`src/rtl/fetch_unit_if.sv`:
```
// Fetch unit bus bundle: instruction-memory request/response port, redirect
// input and the decode-side instruction handshake.
interface fetch_unit_if;
  logic        imem_req_valid;
  logic        imem_req_ready;
  logic [31:0] imem_req_addr;
  logic        imem_rsp_valid;
  logic [31:0] imem_rsp_data;
  logic        redirect_valid;
  logic [31:0] redirect_pc;
  logic        instr_valid;
  logic        instr_ready;
  logic [31:0] instr;
  logic [31:0] instr_pc;
  logic        fetch_fault;

  modport master (
    output imem_req_valid,
    output imem_req_addr,
    input  imem_req_ready,
    input  imem_rsp_valid,
    input  imem_rsp_data,
    input  redirect_valid,
    input  redirect_pc,
    output instr_valid,
    input  instr_ready,
    output instr,
    output instr_pc,
    output fetch_fault
  );

  modport slave (
    input  imem_req_valid,
    input  imem_req_addr,
    output imem_req_ready,
    output imem_rsp_valid,
    output imem_rsp_data,
    output redirect_valid,
    output redirect_pc,
    input  instr_valid,
    output instr_ready,
    input  instr,
    input  instr_pc,
    input  fetch_fault
  );
endinterface

```
`src/rtl/fetch_unit.sv`:
```
// Instruction fetch stage: PC, request issue, in-order response buffer, redirect flush.
// Optional FETCH_ALIGN_CHK_EN: misaligned redirect target halts fetch and raises fetch_fault.
//
// state   | meaning
// FS_RUN  | fetching normally
// FS_HALT | misaligned redirect seen; no requests until an aligned redirect
module fetch_unit #(
  parameter logic [31:0] RESET_PC = 32'h0000_0000,
  parameter int          DEPTH    = 4
) (
  input  logic         clk,
  input  logic         rst_n,
  fetch_unit_if.master bus
);

  localparam int             CW      = $clog2(DEPTH + 1);
  localparam int             PW      = (DEPTH > 1) ? $clog2(DEPTH) : 1;
  localparam logic [CW:0]    DEPTH_W = (CW + 1)'(DEPTH);
  localparam logic [PW-1:0]  LAST    = PW'(DEPTH - 1);

  typedef enum logic {FS_RUN, FS_HALT} fstate_t;

  fstate_t state, state_nxt;

  logic [31:0]   pc;
  logic [CW-1:0] outstanding;
  logic [CW-1:0] drop_cnt;
  logic [CW-1:0] fifo_count;
  logic [31:0]   fifo_data [DEPTH];
  logic [31:0]   fifo_pc   [DEPTH];
  logic [31:0]   pcq       [DEPTH];
  logic [PW-1:0] fifo_wr, fifo_rd;
  logic [PW-1:0] pcq_wr, pcq_rd;

  logic          redirect;
  logic          halted;
  logic [CW:0]   occupancy;
  logic          req_valid;
  logic          accept;
  logic          rsp_live;
  logic          rsp_keep;
  logic          pop;
  logic [CW-1:0] outstanding_nxt;

  function automatic logic [PW-1:0] ptr_inc(input logic [PW-1:0] p);
    return (p == LAST) ? '0 : p + PW'(1);
  endfunction

  assign redirect  = bus.redirect_valid;
  assign halted    = (state == FS_HALT);
  assign occupancy = {1'b0, outstanding} + {1'b0, fifo_count};

  // Issue credit uses registered counts only; a pop this cycle frees space next cycle.
  assign req_valid = rst_n && !redirect && !halted && (occupancy < DEPTH_W);
  assign accept    = req_valid && bus.imem_req_ready;

  // A response with nothing outstanding is stray and leaves every counter alone.
  assign rsp_live  = bus.imem_rsp_valid && (outstanding != '0);
  assign rsp_keep  = rsp_live && !redirect && (drop_cnt == '0);
  assign pop       = (fifo_count != '0) && bus.instr_ready && !redirect;

  assign outstanding_nxt = outstanding + CW'(accept) - CW'(rsp_live);

  always_ff @(posedge clk or negedge rst_n) begin
    if (!rst_n) begin
      state <= FS_RUN;
    end else begin
      state <= state_nxt;
    end
  end

  always_comb begin
    state_nxt = state;
    if (redirect) begin
`ifdef FETCH_ALIGN_CHK_EN
      state_nxt = (bus.redirect_pc[1:0] != 2'b00) ? FS_HALT : FS_RUN;
`else
      state_nxt = FS_RUN;
`endif
    end
  end

  always_ff @(posedge clk or negedge rst_n) begin
    if (!rst_n) begin
      pc          <= RESET_PC;
      outstanding <= '0;
      drop_cnt    <= '0;
      fifo_count  <= '0;
      fifo_wr     <= '0;
      fifo_rd     <= '0;
      pcq_wr      <= '0;
      pcq_rd      <= '0;
      for (int i = 0; i < DEPTH; i++) begin
        fifo_data[i] <= '0;
        fifo_pc[i]   <= '0;
        pcq[i]       <= '0;
      end
    end else begin
      outstanding <= outstanding_nxt;
      if (redirect) begin
        // Everything still in flight after this cycle belongs to the old stream.
        pc         <= bus.redirect_pc & ~32'h3;
        drop_cnt   <= outstanding_nxt;
        fifo_count <= '0;
        fifo_wr    <= '0;
        fifo_rd    <= '0;
        pcq_wr     <= '0;
        pcq_rd     <= '0;
      end else begin
        if (accept) begin
          pc          <= pc + 32'd4;
          pcq[pcq_wr] <= pc;
          pcq_wr      <= ptr_inc(pcq_wr);
        end
        if (rsp_live && (drop_cnt != '0)) begin
          drop_cnt <= drop_cnt - CW'(1);
        end
        if (rsp_keep) begin
          fifo_data[fifo_wr] <= bus.imem_rsp_data;
          fifo_pc[fifo_wr]   <= pcq[pcq_rd];
          fifo_wr            <= ptr_inc(fifo_wr);
          pcq_rd             <= ptr_inc(pcq_rd);
        end
        if (pop) begin
          fifo_rd <= ptr_inc(fifo_rd);
        end
        case ({rsp_keep, pop})
          2'b10:   fifo_count <= fifo_count + CW'(1);
          2'b01:   fifo_count <= fifo_count - CW'(1);
          default: fifo_count <= fifo_count;
        endcase
      end
    end
  end

  assign bus.imem_req_valid = req_valid;
  assign bus.imem_req_addr  = pc;
  assign bus.instr_valid    = (fifo_count != '0);
  assign bus.instr          = fifo_data[fifo_rd];
  assign bus.instr_pc       = fifo_pc[fifo_rd];

`ifdef FETCH_ALIGN_CHK_EN
  assign bus.fetch_fault = halted;
`else
  assign bus.fetch_fault = 1'b0;
`endif

endmodule

```
`src/flat_wrapper.sv`:
```
// flat-port wrapper written by rule: the top's interface ports become plain ports
module fetch_unit_flat 
#(
  parameter logic [31:0] RESET_PC = 32'h0000_0000,
  parameter int          DEPTH    = 4
)
  (clk, rst_n, bus_imem_req_valid, bus_imem_req_addr, bus_imem_req_ready, bus_imem_rsp_valid, bus_imem_rsp_data, bus_redirect_valid, bus_redirect_pc, bus_instr_valid, bus_instr_ready, bus_instr, bus_instr_pc, bus_fetch_fault);
  fetch_unit_if bus_i ();
  input  logic clk;
  input  logic rst_n;
  output wire logic [$bits(bus_i.imem_req_valid)-1:0] bus_imem_req_valid;
  output wire logic [$bits(bus_i.imem_req_addr)-1:0] bus_imem_req_addr;
  input wire logic [$bits(bus_i.imem_req_ready)-1:0] bus_imem_req_ready;
  input wire logic [$bits(bus_i.imem_rsp_valid)-1:0] bus_imem_rsp_valid;
  input wire logic [$bits(bus_i.imem_rsp_data)-1:0] bus_imem_rsp_data;
  input wire logic [$bits(bus_i.redirect_valid)-1:0] bus_redirect_valid;
  input wire logic [$bits(bus_i.redirect_pc)-1:0] bus_redirect_pc;
  output wire logic [$bits(bus_i.instr_valid)-1:0] bus_instr_valid;
  input wire logic [$bits(bus_i.instr_ready)-1:0] bus_instr_ready;
  output wire logic [$bits(bus_i.instr)-1:0] bus_instr;
  output wire logic [$bits(bus_i.instr_pc)-1:0] bus_instr_pc;
  output wire logic [$bits(bus_i.fetch_fault)-1:0] bus_fetch_fault;
  assign bus_imem_req_valid = bus_i.imem_req_valid;
  assign bus_imem_req_addr = bus_i.imem_req_addr;
  assign bus_i.imem_req_ready = bus_imem_req_ready;
  assign bus_i.imem_rsp_valid = bus_imem_rsp_valid;
  assign bus_i.imem_rsp_data = bus_imem_rsp_data;
  assign bus_i.redirect_valid = bus_redirect_valid;
  assign bus_i.redirect_pc = bus_redirect_pc;
  assign bus_instr_valid = bus_i.instr_valid;
  assign bus_i.instr_ready = bus_instr_ready;
  assign bus_instr = bus_i.instr;
  assign bus_instr_pc = bus_i.instr_pc;
  assign bus_fetch_fault = bus_i.fetch_fault;
  fetch_unit #(.RESET_PC(RESET_PC), .DEPTH(DEPTH)) u_core (.clk(clk), .rst_n(rst_n), .bus(bus_i));
endmodule
```
`config.mk`:
```
export PLATFORM = sky130hd
export DESIGN_NAME = fetch_unit_flat
export DESIGN_NICKNAME = d
export VERILOG_FILES = /design/src/rtl/fetch_unit_if.sv /design/src/rtl/fetch_unit.sv /design/src/flat_wrapper.sv
export SDC_FILE = /design/constraint.sdc
export NUM_CORES = 1
export LEC_CHECK = 0
export CAP_MARGIN = 20
export CORE_UTILIZATION = 62
export CTS_CLUSTER_SIZE = 24
export DETAILED_ROUTE_END_ITERATION = 7
export PLACE_DENSITY = 0.85
export SETUP_SLACK_MARGIN = 0.5
export SYNTH_ARGS = -nofsm -noshare
export SYNTH_HDL_FRONTEND = slang
export SYNTH_SLANG_ARGS = --single-unit
```
`constraint.sdc`:
```
create_clock -name clk -period 6.3 [get_ports clk]
set_input_delay 0.63 -clock clk [delete_from_list [all_inputs] [get_ports clk]]
set_output_delay 0.63 -clock clk [all_outputs]
set_load 0.005 [all_outputs]
```
==> impl_results.md, run 1 <==
- Status: finished, final reports clean
- Post-synth ARST share: between 90% and 100%
- Arrival @ worst endpoint: between 3 and 4 ns
- Crit path buffers/inverters: 2
- CP Capture Type: output pin
- Crit path launch type: flip-flop
- Crit path cell chain: buf_4, mux4_2, clkdlybuf4s50_1
- Slew margin rel.: slightly below 30%
- Avg WL per Cell: between 20 and 25 um
- Req. time, crit path: around 5.7 ns
- Yosys cell types: 59
- Layout cells sized above 1: just over 40%
- Pleak: slightly above 10 nW
- Worst r2r path cells: 6
- Starting DRT DRC Count: 584
- Final ANT Viol Nets: 0
- Worst Path Max Fanout: 41
- Die area: between 0.03 and 0.04 sq mm
- RSZ-0062 raised after global routing: false
- Reg-to-reg endpoint: u_core.pcq[36]
- Hold_buf cts: 0
- DP HPWL: between 20,000 and 25,000 um
- Reg2Reg Setup Slack: between 2 and 3 ns
- CTS Buffer Depth: 3
- Register area share after synthesis: a little under three fifths
- Instance count on the critical path: 3
- WL final: ~38,000 um
- Reg clk slew, reported paths: about 0.06 ns
- Root Buffer: clkbuf_16
- Antenna diodes: 0
- # IOs: between 150 and 200
- Vias per inst: 6.094
- Largest net degree at the start of global routing: slightly above 80
- Final setup TNS: 0 ns
- PortBufs: roughly 160
- Row count: 63
- Syn Inst Count: about 1,200
- Clk_lat worst skew: approximately 0.53 ns
- Slowest stage cell on the critical path: dfrtp_4
- Slew Viols, Final: 0
- Setup violations, final: 0
- Synthesized flop and latch total: about 420
- Worst min-delay path category: in -> async
- Peak supply drop: 210.2 uV
- H-Tree Depth: 2
- Mapped Avg Cell Area: roughly 15 sq um
- Max-capacitance violation count: 0
- Gr usage total: a little over a quarter
- FMAX: 263.7 MHz
- Number of global-route vias before repair: about 12,000
- Total power draw: between 0.008 and 0.009 W
- Crit. Startpoint: u_core.fifo_rd[0]
- Grt total ovfl: 0
- First-pass GRT wire length: approximately 64,000 um
- Routability cong.: roughly 0.83
- Final Net Count: about 1,500
- Detailed Routing Iterations Pass 1: 4
- Top FF cell, synth: dfrtp_1
- CTS buffer count: between 40 and 50
- CTS tree: yes
- Synthesized area: 0.01875 sq mm
- Power Dens Cells: between 300 and 400 mW/mm^2
- Final Hold Viols: 0
- Initial antenna violation count: 0
- Final worst-path cycle share: about 60%
- Worst path max stage delay: 0.96 ns
- Delay-heaviest family, CP: buffers and inverters
- Clock skew: 0.01392 ns
- Origin of the critical flop-to-flop path: u_core.fifo_count[2]
- Residual DRC: 0
- Die H: around 180 um
- Clock sink count: 415
- EDFF count, synth: 0
- Final Critical Period: ~3.8 ns
- Post-CTS Setup Repair Bufs: 0
- Setup CP Type: reg -> out
- Die Wd: 175.9 um
- Starting Density: between 60% and 70%
- Warnings from Yosys: 0
- Setup crit end: bus_instr[21]
- Post-CTS Resized: 0
- Slew @ Worst Pin: between 1 and 1.5 ns
- Synth-to-layout area growth: 17.25%
- Core area: 0.02972 sq mm
- Vias post-DR: between 10,000 and 15,000
==> cells in the final DEF (no fill, tap or decap), types with 13 or more instances in the layout <==
cell,synthesis,final
buf_4,30,13
clkbuf_16,0,45
clkdlybuf4s50_1,0,159
dfrtp_1,415,411
ha_1,17,17
inv_1,13,13
mux2_2,362,362
mux4_2,92,92
nand2_1,56,52
nand3_1,16,16
nor2_1,16,16
o21ai_0,31,31
==> how the worst min path moves through the flow <==
stage | slack [ns] | endpoint | depth (start not counted)
4_1_cts | 0.05 | u_core.fifo_data[57] | 1
3_5_place_dp | 0.47 | u_core.pcq[21] | 2
6_report | 0.03 | u_core.fifo_data[124] | 1
2_1_floorplan | 0.33 | u_core.bus.imem_req_addr[10] | 0
3_3_place_gp | 0.46 | u_core.pcq[117] | 2
5_1_grt | 0.06 | u_core.fifo_data[60] | 1
==> cells in the mapped netlist, types with 3 or more instances <==
cell type / instances / area, sq um
a21oi_1: 4 / 20.02
a31oi_1: 3 / 18.77
and2_1: 3 / 18.77
and3_1: 6 / 37.54
buf_2: 31 / 155.2
buf_4: 30 / 225.2
clkbuf_1: 20 / 75.07
clkbuf_2: 3 / 15.01
dfrtp_1: 415 / 10380
ha_1: 17 / 212.7
inv_1: 13 / 48.80
mux2_2: 362 / 4076
mux2i_1: 6 / 60.06
mux4_2: 92 / 2072
nand2_1: 56 / 210.2
nand2_2: 4 / 25.02
nand2b_1: 4 / 25.02
nand3_1: 16 / 80.08
nand3b_1: 3 / 22.52
nand4_1: 11 / 68.82
nor2_1: 16 / 60.06
nor2b_1: 6 / 37.54
nor3_1: 9 / 45.04
o211ai_1: 5 / 37.54
o21ai_0: 31 / 155.2
o311ai_0: 4 / 35.03
o31ai_1: 5 / 37.54
or3_1: 5 / 31.28
xnor2_1: 4 / 35.03
xor2_1: 8 / 70.07
==> state kept, by name (all words and copies together), names as in the netlist, 3 cells and up <==
| name | cells |
|---|---|
| u_core.bus.imem_req_addr | 30 |
| u_core.pcq | 120 |
| u_core.fifo_pc | 120 |
| u_core.fifo_count | 3 |
| u_core.drop_cnt | 3 |
| u_core.fifo_data | 128 |
| u_core.outstanding | 3 |
==> worst register-to-register path: stages, from the launching register on <==
cell and delay, ns:
dfrtp_1 0.41, ha_1 0.31, nor3b_2 0.20, nand4_1 0.57, inv_2 0.67, nand2_2 0.66, mux2_2 0.53
==> power by group <==
group / internal, W / switching (W)
logic: 0.00149 / 0.000879
registers: 0.00324 / 0.000442
clock network: 0.00157 / 0.00102
==> logic make-up after synthesis <==
kind of cell               synth area share (%)
DFF                                       55.37
AOI/OAI and AO/OA                         2.268
and+or+nand+nor                           4.457
adders and majority gates                 1.348
buffers and inverters                     2.869
other                                   0.02000
muxes                                     33.10
xor gates and xnor gates                 0.5604
==> cell type report <==
cell class / instances / area, sq um
flip-flops and latches: 415 / 10390
multi-input cells: 716 / 7856
fillers: 1866 / 7727
repair buffers: 175 / 1729
clock buffers: 67 / 1329
well taps: 390 / 488.0
clock inverters: 12 / 142.6
inverters: 14 / 52.55
==> per-stage QoR <==
step / hold WS [ns] / cell area (sq um) / instances / util (%) / setup WS [ns]
final: 0.03135 / 21990 / 1789 / 74.00 / 2.508
after global routing: 0.06025 / 21990 / 1789 / 74.00 / 2.250
after CTS: 0.04884 / 21970 / 1788 / 73.93 / 2.379
after detailed placement: 0.4701 / 20500 / 1709 / 68.98 / 2.448
after global placement: 0.4576 / 20500 / 1709 / 68.98 / 2.507
after floorplan: 0.3344 / 18770 / 1231 / - / 3.818
==> metal layers <==
layer / wire [um] / track usage (%)
met5: 0 / 0
met4: 659 / 6.522
met3: 1654 / 3.615
met2: 19090 / 43.43
met1: 17030 / 36.85
Note: power is estimated with default switching activity, not from simulation.
==> run 2, diff against run 1 <==
CORE_UTILIZATION = 58   (was 62)
PLACE_DENSITY = 0.8   (was 0.85)
clock period = 3.85 ns   (was 6.3 ns; I/O delays follow)
==> run 2 against run 1 <==
Global-route usage decreased by 2.0 points. Worst setup slack got worse by 1.7 ns. Die area is 6.8% higher. Clock skew fell by 0.0016 ns. Clock-buffer cell count rose by 6. Via count decreased by 0.25%. Sequential power grew 62%. First-iteration DRC count fell by 11%. Wire length rose by 0.47%. Hold slack improved by 0.19 ns. Design area grew 0.44%. Final cell count is 1.3% higher. Critical endpoint is now bus_instr[17]. Largest cell class unchanged.
==> impl_results.md, run 2 (synthesis results as in run 1) <==
- Die H: ~180 um
- Gate power share: ~28%
- Detailed Routing Iterations Pass 1: 6
- Number of global-route vias before repair: roughly 11,000
- Post-CTS Setup Repair Bufs: 0
- CTS tree: yes
- Avg WL per Cell: around 21 um
- Peak supply drop: ~380 uV
- FF/Latch Area: 0.01039 sq mm
- Synth-to-layout area growth: 17.77%
- Slew margin rel.: a little over a quarter
- Setup ws final: 0.7760 ns
- Largest Register: u_core.fifo_data
- # IOs: about 170
- CP Capture Type: output pin
- H-Tree Depth: 2
- Root Buffer: clkbuf_16
- CTS buffer count: between 40 and 50
- Worst Path Max Fanout: 28
- Vias per inst: about 6
- Placed Area: between 0.02 and 0.025 sq mm
- Clock skew: about 0.012 ns
- CTS Buffer Depth: 3
- Crit path cell chain: buf_12, mux4_2, clkdlybuf4s50_1
- Clock power frac: 28.3%
- Residual DRC: 0
- Initial antenna violation count: 0
- Switching power share of the total: a little over a quarter
- Layout cells sized above 1: 39.76%
- M2 GR Usage: a little under 40%
- WL final: 38,620 um
- Seq pwr share: a little over two fifths
- FMAX: 325.3 MHz
- Net Sw Power: roughly 0.0038 W
- Delay-heaviest family, CP: buffers and inverters
- Setup violations, final: 0
- Antenna diodes: 0
- Arrival @ worst endpoint: 2.69 ns
- Hold WS: 0.2177 ns
- Crit path buffers/inverters: 2
- Starting DRT DRC Count: ~520
- Final Net Count: between 1,000 and 1,500
- First-pass GRT wire length: 62,650 um
- Slew @ Worst Pin: between 1 and 1.5 ns
- Status: finished, final reports clean
- Starting Density: between 50% and 60%
- # fillers: ~2,100
- Final Hold Viols: 0
- Worst min-delay path category: in -> reg
- Vias post-DR: around 11,000
- Routing usage on met3: around 3.7%
- GR peak layer: met2
- DP HPWL: about 24,000 um
- Pre-CTS WS: about 1.1 ns
- Largest net degree at the start of global routing: just under 200
- Power Dens Cells: between 600 and 700 mW/mm^2
- Multi-input logic area: ~0.0078 sq mm
- Slowest stage cell on the critical path: dfrtp_4
- Req. time, crit path: between 3 and 4 ns
- Clk_lat worst skew: between 0.5 and 0.6 ns
- Biggest regs: u_core.fifo_data: 128 flops, u_core.fifo_pc: 120 flops, u_core.pcq: 120 flops
- Commonest non-fill, non-tap cell in the layout: dfrtp_1
- Internal Power: 0.01008 W
- Routability cong.: 0.8049
- Total power draw: around 0.014 W
- Setup CP Type: reg -> out
- Max-capacitance violation count: 0
- Row count: 65
- Most frequent cells in the layout: 411 x dfrtp_1, 362 x mux2_2, 159 x clkdlybuf4s50_1
- Grt met1 use: between 30% and 40%
- Design area: 0.02209 sq mm
- Gr usage total: 24.17%
- Core area: about 0.032 sq mm
- Crit path launch type: flip-flop
- Reg clk slew, reported paths: 0.06 ns
- Pleak: about 10 nW
- Worst path max stage delay: between 0.7 and 0.8 ns
- Die area: about 0.033 sq mm
- Slew Viols, Final: 0
- RSZ-0062 raised after global routing: false
- Die Wd: between 150 and 200 um
- Clock sink count: about 420
- Final setup TNS: 0 ns
- Final Critical Period: approximately 3.1 ns
- Final ANT Viol Nets: 0
- Max reg flops: 128
- PortBufs: ~160
- Final worst-path cycle share: ~80%
- Grt total ovfl: 0
[run 2: cell count changes in the layout (fill, tap and decap cells not counted)]
cell and delta:
nand2_1 +4, buf_16 +2, clkbuf_1 +11, clkinvlp_4 -3
clkbuf_8 -5, buf_4 +1, dlygate4sd3_1 +1, nand2_2 -4
buf_12 +8, bufinv_16 -3
[run 2: layout make-up]
type                       instances  share of cell area, %
clock inverter                     6                 0.1360
sequential                       415                  47.05
timing repair buffer             187                  8.882
tap                              402                  2.277
inverter                          14                 0.2379
multi-input combinational        716                  35.52
clock buffer                      73                  5.891
[run 2: layer usage]
metal / vias to the layer above / part of all wire, % / routed length [um]
met4: 0 / 1.8 / 686
li1: 4838 / - / -
met1: 5730 / 45 / 17300
met2: 252 / 49 / 18900
met3: 56 / 4.5 / 1728
met5: - / 0 / 0
[run 2: power by group through the flow]
stage / registers [W] / logic, W / clock network [W]
2_1_floorplan: 0.00571 / 0.00251 / 0
3_3_place_gp: 0.00596 / 0.00384 / 0
3_5_place_dp: 0.00603 / 0.00396 / 0
4_1_cts: 0.00597 / 0.00399 / 0.00401
5_1_grt: 0.00610 / 0.00426 / 0.00420
6_report: 0.00597 / 0.00394 / 0.00392
[run 2: worst reg2reg max path, delay by kind of cell, from the launching register on]
kind / cells / cell delay [ns]
simple gates: 2 / 0.32
flops: 1 / 0.41
mux: 1 / 0.28
fa+ha+maj: 3 / 1.01
buf+inv: 2 / 0.59
[run 2: worst paths after layout]
path	end	start	slack, ns	depth (start not counted)
worst min register to register	u_core.pcq[117]	u_core.pcq[117]	0.48	2
worst min-delay path	u_core.fifo_rd[0]	bus_redirect_valid	0.22	2
worst max register to register	u_core.drop_cnt[1]	u_core.fifo_count[2]	1.13	8
max in group asynchronous	u_core.fifo_pc[90]	rst_n	1.78	5
worst max-delay path	bus_instr[17]	u_core.fifo_rd[0]	0.78	3
min in group asynchronous	u_core.fifo_data[123]	rst_n	0.29	2
[run 2: per-stage QoR]
| step | util, % | cells |
|---|---|---|
| after CTS | 69.46 | 1811 |
| after global routing | 69.64 | 1813 |
| after detailed placement | 65.23 | 1731 |
| final | 69.64 | 1813 |
| after floorplan | - | 1231 |
| after global placement | 65.23 | 1731 |
[run 2: what timing repair did]
action	CTS	global route
gates resized for setup	0	0
endpoints found under the hold margin	18	0
hold buffers	1	0
